[src/rtl/hazard_ctrl_if.sv]
// Hazard-control bundle: pipeline status into the sequencer, stage controls and
// performance counters back out.
interface hazard_ctrl_if #(
  parameter int RW    = 4,
  parameter int CNT_W = 16
);
  logic [RW-1:0]    id_src1;
  logic [RW-1:0]    id_src2;
  logic             id_use_src2;
  logic [RW-1:0]    idex_rdest;
  logic             idex_rf_wen;
  logic             idex_mem2reg;
  logic             ex_redirect;
  logic             mem_stall;
  logic             pc_hold;
  logic             pc_redirect;
  logic             ifid_hold;
  logic             ifid_flush;
  logic             idex_hold;
  logic             idex_bubble;
  logic [CNT_W-1:0] stall_cnt;
  logic [CNT_W-1:0] flush_cnt;

  modport master (
    output id_src1, id_src2, id_use_src2, idex_rdest, idex_rf_wen, idex_mem2reg,
           ex_redirect, mem_stall,
    input  pc_hold, pc_redirect, ifid_hold, ifid_flush, idex_hold, idex_bubble,
           stall_cnt, flush_cnt
  );

  modport slave (
    input  id_src1, id_src2, id_use_src2, idex_rdest, idex_rf_wen, idex_mem2reg,
           ex_redirect, mem_stall,
    output pc_hold, pc_redirect, ifid_hold, ifid_flush, idex_hold, idex_bubble,
           stall_cnt, flush_cnt
  );
endinterface

[src/rtl/hazard_ctrl.sv]
// Pipeline sequencer for the 5-stage core: load-use stalls, EX redirects with
// optional extra flush cycles, data-memory freezes, and saturating perf counters.
module hazard_ctrl #(
  parameter int RW          = 4,
  parameter int EXTRA_FLUSH = 0,
  parameter int CNT_W       = 16
) (
  input logic          clk,
  input logic          rst,
  hazard_ctrl_if.slave hif
);
  typedef enum logic {RUN, FLUSH} state_e;

  localparam logic [CNT_W-1:0] CNT_MAX = '1;
  localparam logic [2:0]       EF      = 3'(EXTRA_FLUSH);

  state_e           state_q, state_d;
  logic [2:0]       fc_q, fc_d;
  logic [CNT_W-1:0] stall_q, stall_d;
  logic [CNT_W-1:0] flush_q, flush_d;

  logic [RW-1:0] rdest, src1, src2;
  logic          load_use;
  logic          pc_hold, pc_redirect, ifid_hold, ifid_flush, idex_hold, idex_bubble;

  assign rdest = hif.idex_rdest;
  assign src1  = hif.id_src1;
  assign src2  = hif.id_src2;

  // No register is hard-wired to zero, so r0 takes part in the compare as well.
  assign load_use = hif.idex_mem2reg & hif.idex_rf_wen &
                    ((rdest == src1) | (hif.id_use_src2 & (rdest == src2)));

  always_comb begin
    state_d     = state_q;
    fc_d        = fc_q;
    stall_d     = stall_q;
    flush_d     = flush_q;
    pc_hold     = 1'b0;
    pc_redirect = 1'b0;
    ifid_hold   = 1'b0;
    ifid_flush  = 1'b0;
    idex_hold   = 1'b0;
    idex_bubble = 1'b0;
    if (rst) begin
      pc_hold     = 1'b1;
      ifid_flush  = 1'b1;
      idex_bubble = 1'b1;
    end else if (hif.mem_stall) begin
      // Whole pipe frozen; a pending redirect stays visible in the held EX stage.
      pc_hold   = 1'b1;
      ifid_hold = 1'b1;
      idex_hold = 1'b1;
      if (stall_q != CNT_MAX) stall_d = stall_q + 1'b1;
    end else if (state_q == FLUSH) begin
      ifid_flush  = 1'b1;
      idex_bubble = 1'b1;
      fc_d        = fc_q - 3'd1;
      if (fc_q == 3'd1) state_d = RUN;
    end else if (hif.ex_redirect) begin
      pc_redirect = 1'b1;
      ifid_flush  = 1'b1;
      idex_bubble = 1'b1;
      if (flush_q != CNT_MAX) flush_d = flush_q + 1'b1;
      if (EF != 3'd0) begin
        state_d = FLUSH;
        fc_d    = EF;
      end
    end else if (load_use) begin
      pc_hold     = 1'b1;
      ifid_hold   = 1'b1;
      idex_bubble = 1'b1;
      if (stall_q != CNT_MAX) stall_d = stall_q + 1'b1;
    end
  end

  always_ff @(posedge clk or posedge rst) begin
    if (rst) begin
      state_q <= RUN;
      fc_q    <= 3'd0;
      stall_q <= '0;
      flush_q <= '0;
    end else begin
      state_q <= state_d;
      fc_q    <= fc_d;
      stall_q <= stall_d;
      flush_q <= flush_d;
    end
  end

  assign hif.pc_hold     = pc_hold;
  assign hif.pc_redirect = pc_redirect;
  assign hif.ifid_hold   = ifid_hold;
  assign hif.ifid_flush  = ifid_flush;
  assign hif.idex_hold   = idex_hold;
  assign hif.idex_bubble = idex_bubble;
  assign hif.stall_cnt   = stall_q;
  assign hif.flush_cnt   = flush_q;
endmodule
[src/flat_wrapper.sv]
// flat-port wrapper written by rule: the top's interface ports become plain ports
module hazard_ctrl_flat 
#(
  parameter int RW          = 4,
  parameter int EXTRA_FLUSH = 0,
  parameter int CNT_W       = 16
)
  (clk, rst, hif_id_src1, hif_id_src2, hif_id_use_src2, hif_idex_rdest, hif_idex_rf_wen, hif_idex_mem2reg, hif_ex_redirect, hif_mem_stall, hif_pc_hold, hif_pc_redirect, hif_ifid_hold, hif_ifid_flush, hif_idex_hold, hif_idex_bubble, hif_stall_cnt, hif_flush_cnt);
  hazard_ctrl_if #(.RW(RW), .CNT_W(CNT_W)) hif_i ();
  input logic clk;
  input logic rst;
  input wire logic [$bits(hif_i.id_src1)-1:0] hif_id_src1;
  input wire logic [$bits(hif_i.id_src2)-1:0] hif_id_src2;
  input wire logic [$bits(hif_i.id_use_src2)-1:0] hif_id_use_src2;
  input wire logic [$bits(hif_i.idex_rdest)-1:0] hif_idex_rdest;
  input wire logic [$bits(hif_i.idex_rf_wen)-1:0] hif_idex_rf_wen;
  input wire logic [$bits(hif_i.idex_mem2reg)-1:0] hif_idex_mem2reg;
  input wire logic [$bits(hif_i.ex_redirect)-1:0] hif_ex_redirect;
  input wire logic [$bits(hif_i.mem_stall)-1:0] hif_mem_stall;
  output wire logic [$bits(hif_i.pc_hold)-1:0] hif_pc_hold;
  output wire logic [$bits(hif_i.pc_redirect)-1:0] hif_pc_redirect;
  output wire logic [$bits(hif_i.ifid_hold)-1:0] hif_ifid_hold;
  output wire logic [$bits(hif_i.ifid_flush)-1:0] hif_ifid_flush;
  output wire logic [$bits(hif_i.idex_hold)-1:0] hif_idex_hold;
  output wire logic [$bits(hif_i.idex_bubble)-1:0] hif_idex_bubble;
  output wire logic [$bits(hif_i.stall_cnt)-1:0] hif_stall_cnt;
  output wire logic [$bits(hif_i.flush_cnt)-1:0] hif_flush_cnt;
  assign hif_i.id_src1 = hif_id_src1;
  assign hif_i.id_src2 = hif_id_src2;
  assign hif_i.id_use_src2 = hif_id_use_src2;
  assign hif_i.idex_rdest = hif_idex_rdest;
  assign hif_i.idex_rf_wen = hif_idex_rf_wen;
  assign hif_i.idex_mem2reg = hif_idex_mem2reg;
  assign hif_i.ex_redirect = hif_ex_redirect;
  assign hif_i.mem_stall = hif_mem_stall;
  assign hif_pc_hold = hif_i.pc_hold;
  assign hif_pc_redirect = hif_i.pc_redirect;
  assign hif_ifid_hold = hif_i.ifid_hold;
  assign hif_ifid_flush = hif_i.ifid_flush;
  assign hif_idex_hold = hif_i.idex_hold;
  assign hif_idex_bubble = hif_i.idex_bubble;
  assign hif_stall_cnt = hif_i.stall_cnt;
  assign hif_flush_cnt = hif_i.flush_cnt;
  hazard_ctrl #(.RW(RW), .EXTRA_FLUSH(EXTRA_FLUSH), .CNT_W(CNT_W)) u_core (.clk(clk), .rst(rst), .hif(hif_i));
endmodule
[config.mk]
export PLATFORM = sky130hd
export DESIGN_NAME = hazard_ctrl_flat
export DESIGN_NICKNAME = d
export VERILOG_FILES = /design/src/rtl/hazard_ctrl_if.sv /design/src/rtl/hazard_ctrl.sv /design/src/flat_wrapper.sv
export SDC_FILE = /design/constraint.sdc
export NUM_CORES = 1
export LEC_CHECK = 0
export CAP_MARGIN = 30
export CORE_MARGIN = 1.5
export CORE_UTILIZATION = 55
export DETAILED_ROUTE_END_ITERATION = 6
export DONT_BUFFER_PORTS = 1
export PLACE_DENSITY = 0.81
export SKIP_CTS_REPAIR_TIMING = 1
export SYNTH_ARGS = -nofsm -noshare
export SYNTH_HDL_FRONTEND = slang
export SYNTH_SLANG_ARGS = --single-unit
[constraint.sdc]
create_clock -name clk -period 2.39 [get_ports clk]
set_input_delay 0 -clock clk [delete_from_list [all_inputs] [get_ports clk]]
set_output_delay 0 -clock clk [all_outputs]
set_load 0.01 [all_outputs]
* Word-level counts from Yosys, hierarchy flattened
Cells that the tools add are included.
Cells by class: reduce and logical (&&, ||, !) cells 5, $add $sub $neg 3, equal/unequal tests 7, mux-type cells 26, bitwise operators 7
Operator list (count):
- 16-bit two-way mux | 5
- 16-bit by 1-bit adder with 16-bit output, second input constant | 2
- 16-bit != test, second input constant | 2
- 1-bit two-way mux | 21
- 4-bit == test | 2
- 5-bit AND reduction | 1
- 4-bit AND reduction | 1
- 1-bit bitwise AND | 3
- 3-bit by 1-bit == test with 1-bit output, second input constant | 1
- 1-bit NOT | 3
- 3-bit AND reduction | 1
- 3-bit by 1-bit subtractor with 3-bit output, second input constant | 1
- 2-bit by 1-bit != test with 1-bit output, second input constant | 1
- 2-bit != test, second input constant | 1
- 2-bit AND reduction | 1
- 2-bit nonzero test | 1
- 1-bit OR | 1
Storage, ports and cells: input port bits 19, output and inout bits 38, register bits 36

* Depth between registers and ports, before layout
word-level depth 9, mapped depth 7

* Worst setup path after synthesis
Ideal clock, no wire load.
path kind reg2reg, from reg u_core.stall_q[0] (netlist: u_core.hif.stall_cnt[0]), to reg u_core.stall_q[1] (netlist: u_core.hif.stall_cnt[1]), path buffers 0, slack 0.516 ns, cell stages (with the launch flop) 8, setup time 0.128 ns, clock period less this slack 1.874 ns, arrival time 1.747 ns, required time 2.262 ns, cells stage by stage dfrtp_1 > ha_1 > and2_1 > and2_1 > nand2_1 > nor2_2 > nor2_1 > mux2_1
On the way: cells in the longest elaborated chain, start to end 6
Ends and longest elaborated chain:
- from (decl) | RTL line hazard_ctrl.sv:19 | logic [CNT_W-1:0] stall_q, stall_d;
- from (signal assigned) | RTL line hazard_ctrl.sv:86 | stall_q <= stall_d;
- 16-bit by 1-bit adder with 16-bit output or 16-bit != test (tied branches) | RTL line hazard_ctrl.sv:54, hazard_ctrl.sv:73
- 16-bit two-way mux (*) | RTL line hazard_ctrl.sv:54, hazard_ctrl.sv:73
- 16-bit two-way mux | RTL line hazard_ctrl.sv:69 | end else if (load_use) begin
- 16-bit two-way mux | RTL line hazard_ctrl.sv:60 | end else if (hif.ex_redirect) begin
- 16-bit two-way mux | RTL line hazard_ctrl.sv:55 | end else if (state_q == FLUSH) begin
- 16-bit two-way mux (*) | RTL line hazard_ctrl.sv:49 | end else if (hif.mem_stall) begin
Mark *: on every way between the ends. The rest lies on a longest branch, timed or not. The select of a mux whose other input is x is not followed. A chain may end at the register's enable or synchronous reset.

* Final worst setup path
Ends and elaborated chain as after synthesis.

==> metrics.md <==
| Metric | Value |
|---|---|
| Syn Nets | slightly above 200 |
| Status | complete, no violations |
| Initial Utilization | around 58% |
| Worst-case vdd ir drop | between 0.4 and 0.5 mV |
| Fraction of the mapped netlist area in compound gates | 7.623% |
| Hold violation total from the final report | 0 |
| Setup repair after global routing missed its margin | false |
| # fillers | just over 300 |
| Total half-perimeter wirelength after legalization and detailed placement | 2917 µm |
| Final setup fails | 0 |
| Area share of fa/ha/maj cells after synthesis | 2.562% |
| Post-synthesis register bit count | 36 |
| Flop-to-flop setup slack | about 0.34 ns |
| Number of core rows | 21 |
| Drt first-iter violations | 60 |
| Most used flip-flop cell after synthesis | dfrtp_1 |
| Final RePlAce weighted congestion | 0.8708 |
| Total power divided by cell area | 772.0 nW/µm² |
| Grt ovf | 0 |
| Number of sinks driven by the clock tree | 36 |
| CORE AREA | around 3400 µm² |
| Max clock buf depth | 2 |
| Kind of capture point of the worst setup path | flop |
| Global Route Usage Sum | a little over a fifth |
| Most common cell in the netlist | dfrtp_1 |
| Setup Slack @ Placement | approximately 0.37 ns |
| Syn avg cell area | between 10 and 15 µm² |
| Count of unresolved DRC violations after routing | 0 |
| Clock root buffer master | clkbuf_4 |
| Worst Setup Path Type | reg2reg |
| Fraction of layout instances using a drive strength above 1 | 13.99% |
| Cell accounting for the most synthesized area | dfrtp_1 |
| Crit path arrival time | ~2.3 ns |
| Number of search-and-repair iterations in the first detailed-routing pass | 4 |
| FFs w/ async S/R, synth | between 90% and 100% |
| Share of cell area taken by muxes after synthesis | 2.883% |
| Setup TNS Final | 0 ns |
| Clock-pin slew on the worst setup and hold paths | about 0.11 ns |
| Area added between synthesis and finish | 7.175% |
| Time the worst path needs with I/O delays and setup | approximately 2.1 ns |
| Io pins | 57 |
| Type of origin of the critical path | flop |
| Total number of yosys warnings | 0 |
| Biggest area contributors in the synthesized netlist | dfrtp_1 (46%), xnor2_1 (7.2%), xor2_1 (7.2%) |
| Slew Viols, Final | 0 |
| Depth of the worst register-to-register path | 7 |
| PortBufs | 0 |
| Number of vias per cell | around 5.8 |
| Width of the chip | 62.59 µm |
| Class of the most critical hold timing path | in2reg |
| Simple-gate share of the synthesized area | between 20% and 30% |
| Cell depth of the worst hold path | 5 |
| Seq/Total Area, Yosys | 46.12% |
| Antenna violations before repair | 0 |
| Part of the cycle the worst path needs | between 80% and 90% |
| Global-route wire length before repair | approximately 6500 µm |
| Vias after detailed routing | ~1,400 |
| Required time at the endpoint of the critical path | about 2.6 ns |
| Multi-input gate area in the final layout | approximately 1000 µm² |
| Vertical extent of the die | 62.59 µm |
| Max-capacitance violation count | 0 |
| Gate Count Post-Synth | 182 |
| Number of distinct library cell variants in the gate-level netlist after synthesis | 37 |
| Average wire per standard cell | 15.88 µm |
| Top fanout value on the critical path | 5 |
| CTS HTree Levels | 2 |
| Synthesized cell area | around 2000 µm² |
| Later-pin clock latency in the skew report | 0.34 ns |
| Post-route setup slack | 0.3374 ns |
| Number of global-route vias before repair | 1,402 |
| Main combinational cell family by area after synthesis | simple AND/OR/NAND/NOR gates |
| Final-stage net count | ~220 |
| Detailed-route wire length | 3795 µm |
| Tightest slew margin relative to the limit | approximately 59% |
| Leakage Power | just over 0.0009 µW |
| Synth top area share | around 46% |
| TritonCTS Buffers | 5 |
| Antenna cells | 0 |
| Largest net degree at the start of global routing | 38 |
| Commonest cells in the netlist | dfrtp_1 (36), nand2_1 (22), xnor2_1 (16), xor2_1 (16), nor2_1 (12) |
| Worst Max-Slew Pin Slew | 0.6183 ns |
| Utilization of the core after routing | between 60 and 70% |
| Upper clock frequency limit | between 0.4 and 0.5 GHz |
| Area taken by flip-flops and latches | 900.9 µm² |
| Post-route antenna net violation count | 0 |
| Setup clock skew after layout | ~0.013 ns |
| Die outline area | about 3900 µm² |
| Post-Synth XOR/XNOR Area | 14.35% |
| TritonCTS clock tree | yes |
| EDFF count, synth | 0 |
## cells in the final DEF, fill, tap and decap left out, types with 5 or more instances in the layout
cell / synthesis / final
and3_1: 6 / 6
clkbuf_4: 0 / 5
dfrtp_1: 36 / 36
inv_1: 8 / 8
nand2_1: 22 / 22
nand3_1: 10 / 10
nand4_1: 7 / 7
nor2_1: 12 / 12
nor3_1: 5 / 5
xnor2_1: 16 / 16
xor2_1: 16 / 16
## worst max-delay path, cell delays in order (launching register included)
cell	delay, ns
dfrtp_1	0.47
ha_1	0.24
and2_1	0.18
and2_1	0.18
nand2_1	0.18
nor2_2	0.10
nor2_1	0.23
mux2_1	0.35
## final timing paths
kind / startpoint / to
max: u_core.hif.stall_cnt[0] / u_core.hif.stall_cnt[1]
min: rst / u_core.hif.flush_cnt[4]
max reg2reg: u_core.hif.stall_cnt[0] / u_core.hif.stall_cnt[1]
min reg2reg: u_core.fc_q[2] / u_core.fc_q[2]
max in group asynchronous: rst / u_core.hif.stall_cnt[0]
min in group asynchronous: rst / u_core.fc_q[2]
## layout make-up
cell class	instances	area share, %
flip-flops and latches	36	43.04
clock buffers	8	2.809
well taps	46	2.750
multi-input cells	137	48.30
repair buffers	4	1.674
inverters	8	1.435
## where the power goes
part / switching [µW] / leakage [µW] / internal, µW
logic: 170 / 0.000421 / 156
registers: 223 / 0.000472 / 735
clock network: 186 / 0.0000326 / 145
total: 579 / 0.000925 / 1040
## state kept, by name (all words and copies together) (netlist names)
signal                cells
u_core.hif.flush_cnt     16
u_core.hif.stall_cnt     16
u_core.fc_q               3
u_core.state_q            1
## through the flow
| step | total power, µW | instance area (µm²) | hold WS (ns) | std cells |
|---|---|---|---|---|
| finish | 1616 | 2093 | 0.05218 | 239 |
| global route | 1731 | 2093 | 0.06217 | 239 |
| CTS | 1636 | 2073 | -0.3466 | 237 |
| detailed placement | 1299 | 2014 | 0.03321 | 229 |
| global placement | 1255 | 2014 | 0.01495 | 229 |
| floorplan | 1188 | 1953 | 0.03517 | 182 |
## logic make-up (layout without fill, tap and decap cells)
group,after synthesis,count (layout)
buffers and inverters,9,20
XOR/XNOR,32,32
AND/OR/NAND/NOR,81,81
adder cells (fa/ha/maj),4,4
multiplexers,5,5
flip-flops,36,36
AO/OA/AOI/OAI,15,15
## routing by layer
| layer | global-route usage (%) | up-vias | routed length (µm) |
|---|---|---|---|
| met4 | 7.778 | 0 | 42 |
| met3 | 8.108 | 6 | 280 |
| met2 | 35.35 | 49 | 1918 |
| li1 | - | 656 | - |
| met5 | 0 | - | 0 |
| met1 | 24.11 | 674 | 1553 |
Note: power is estimated with default switching activity, not from simulation.
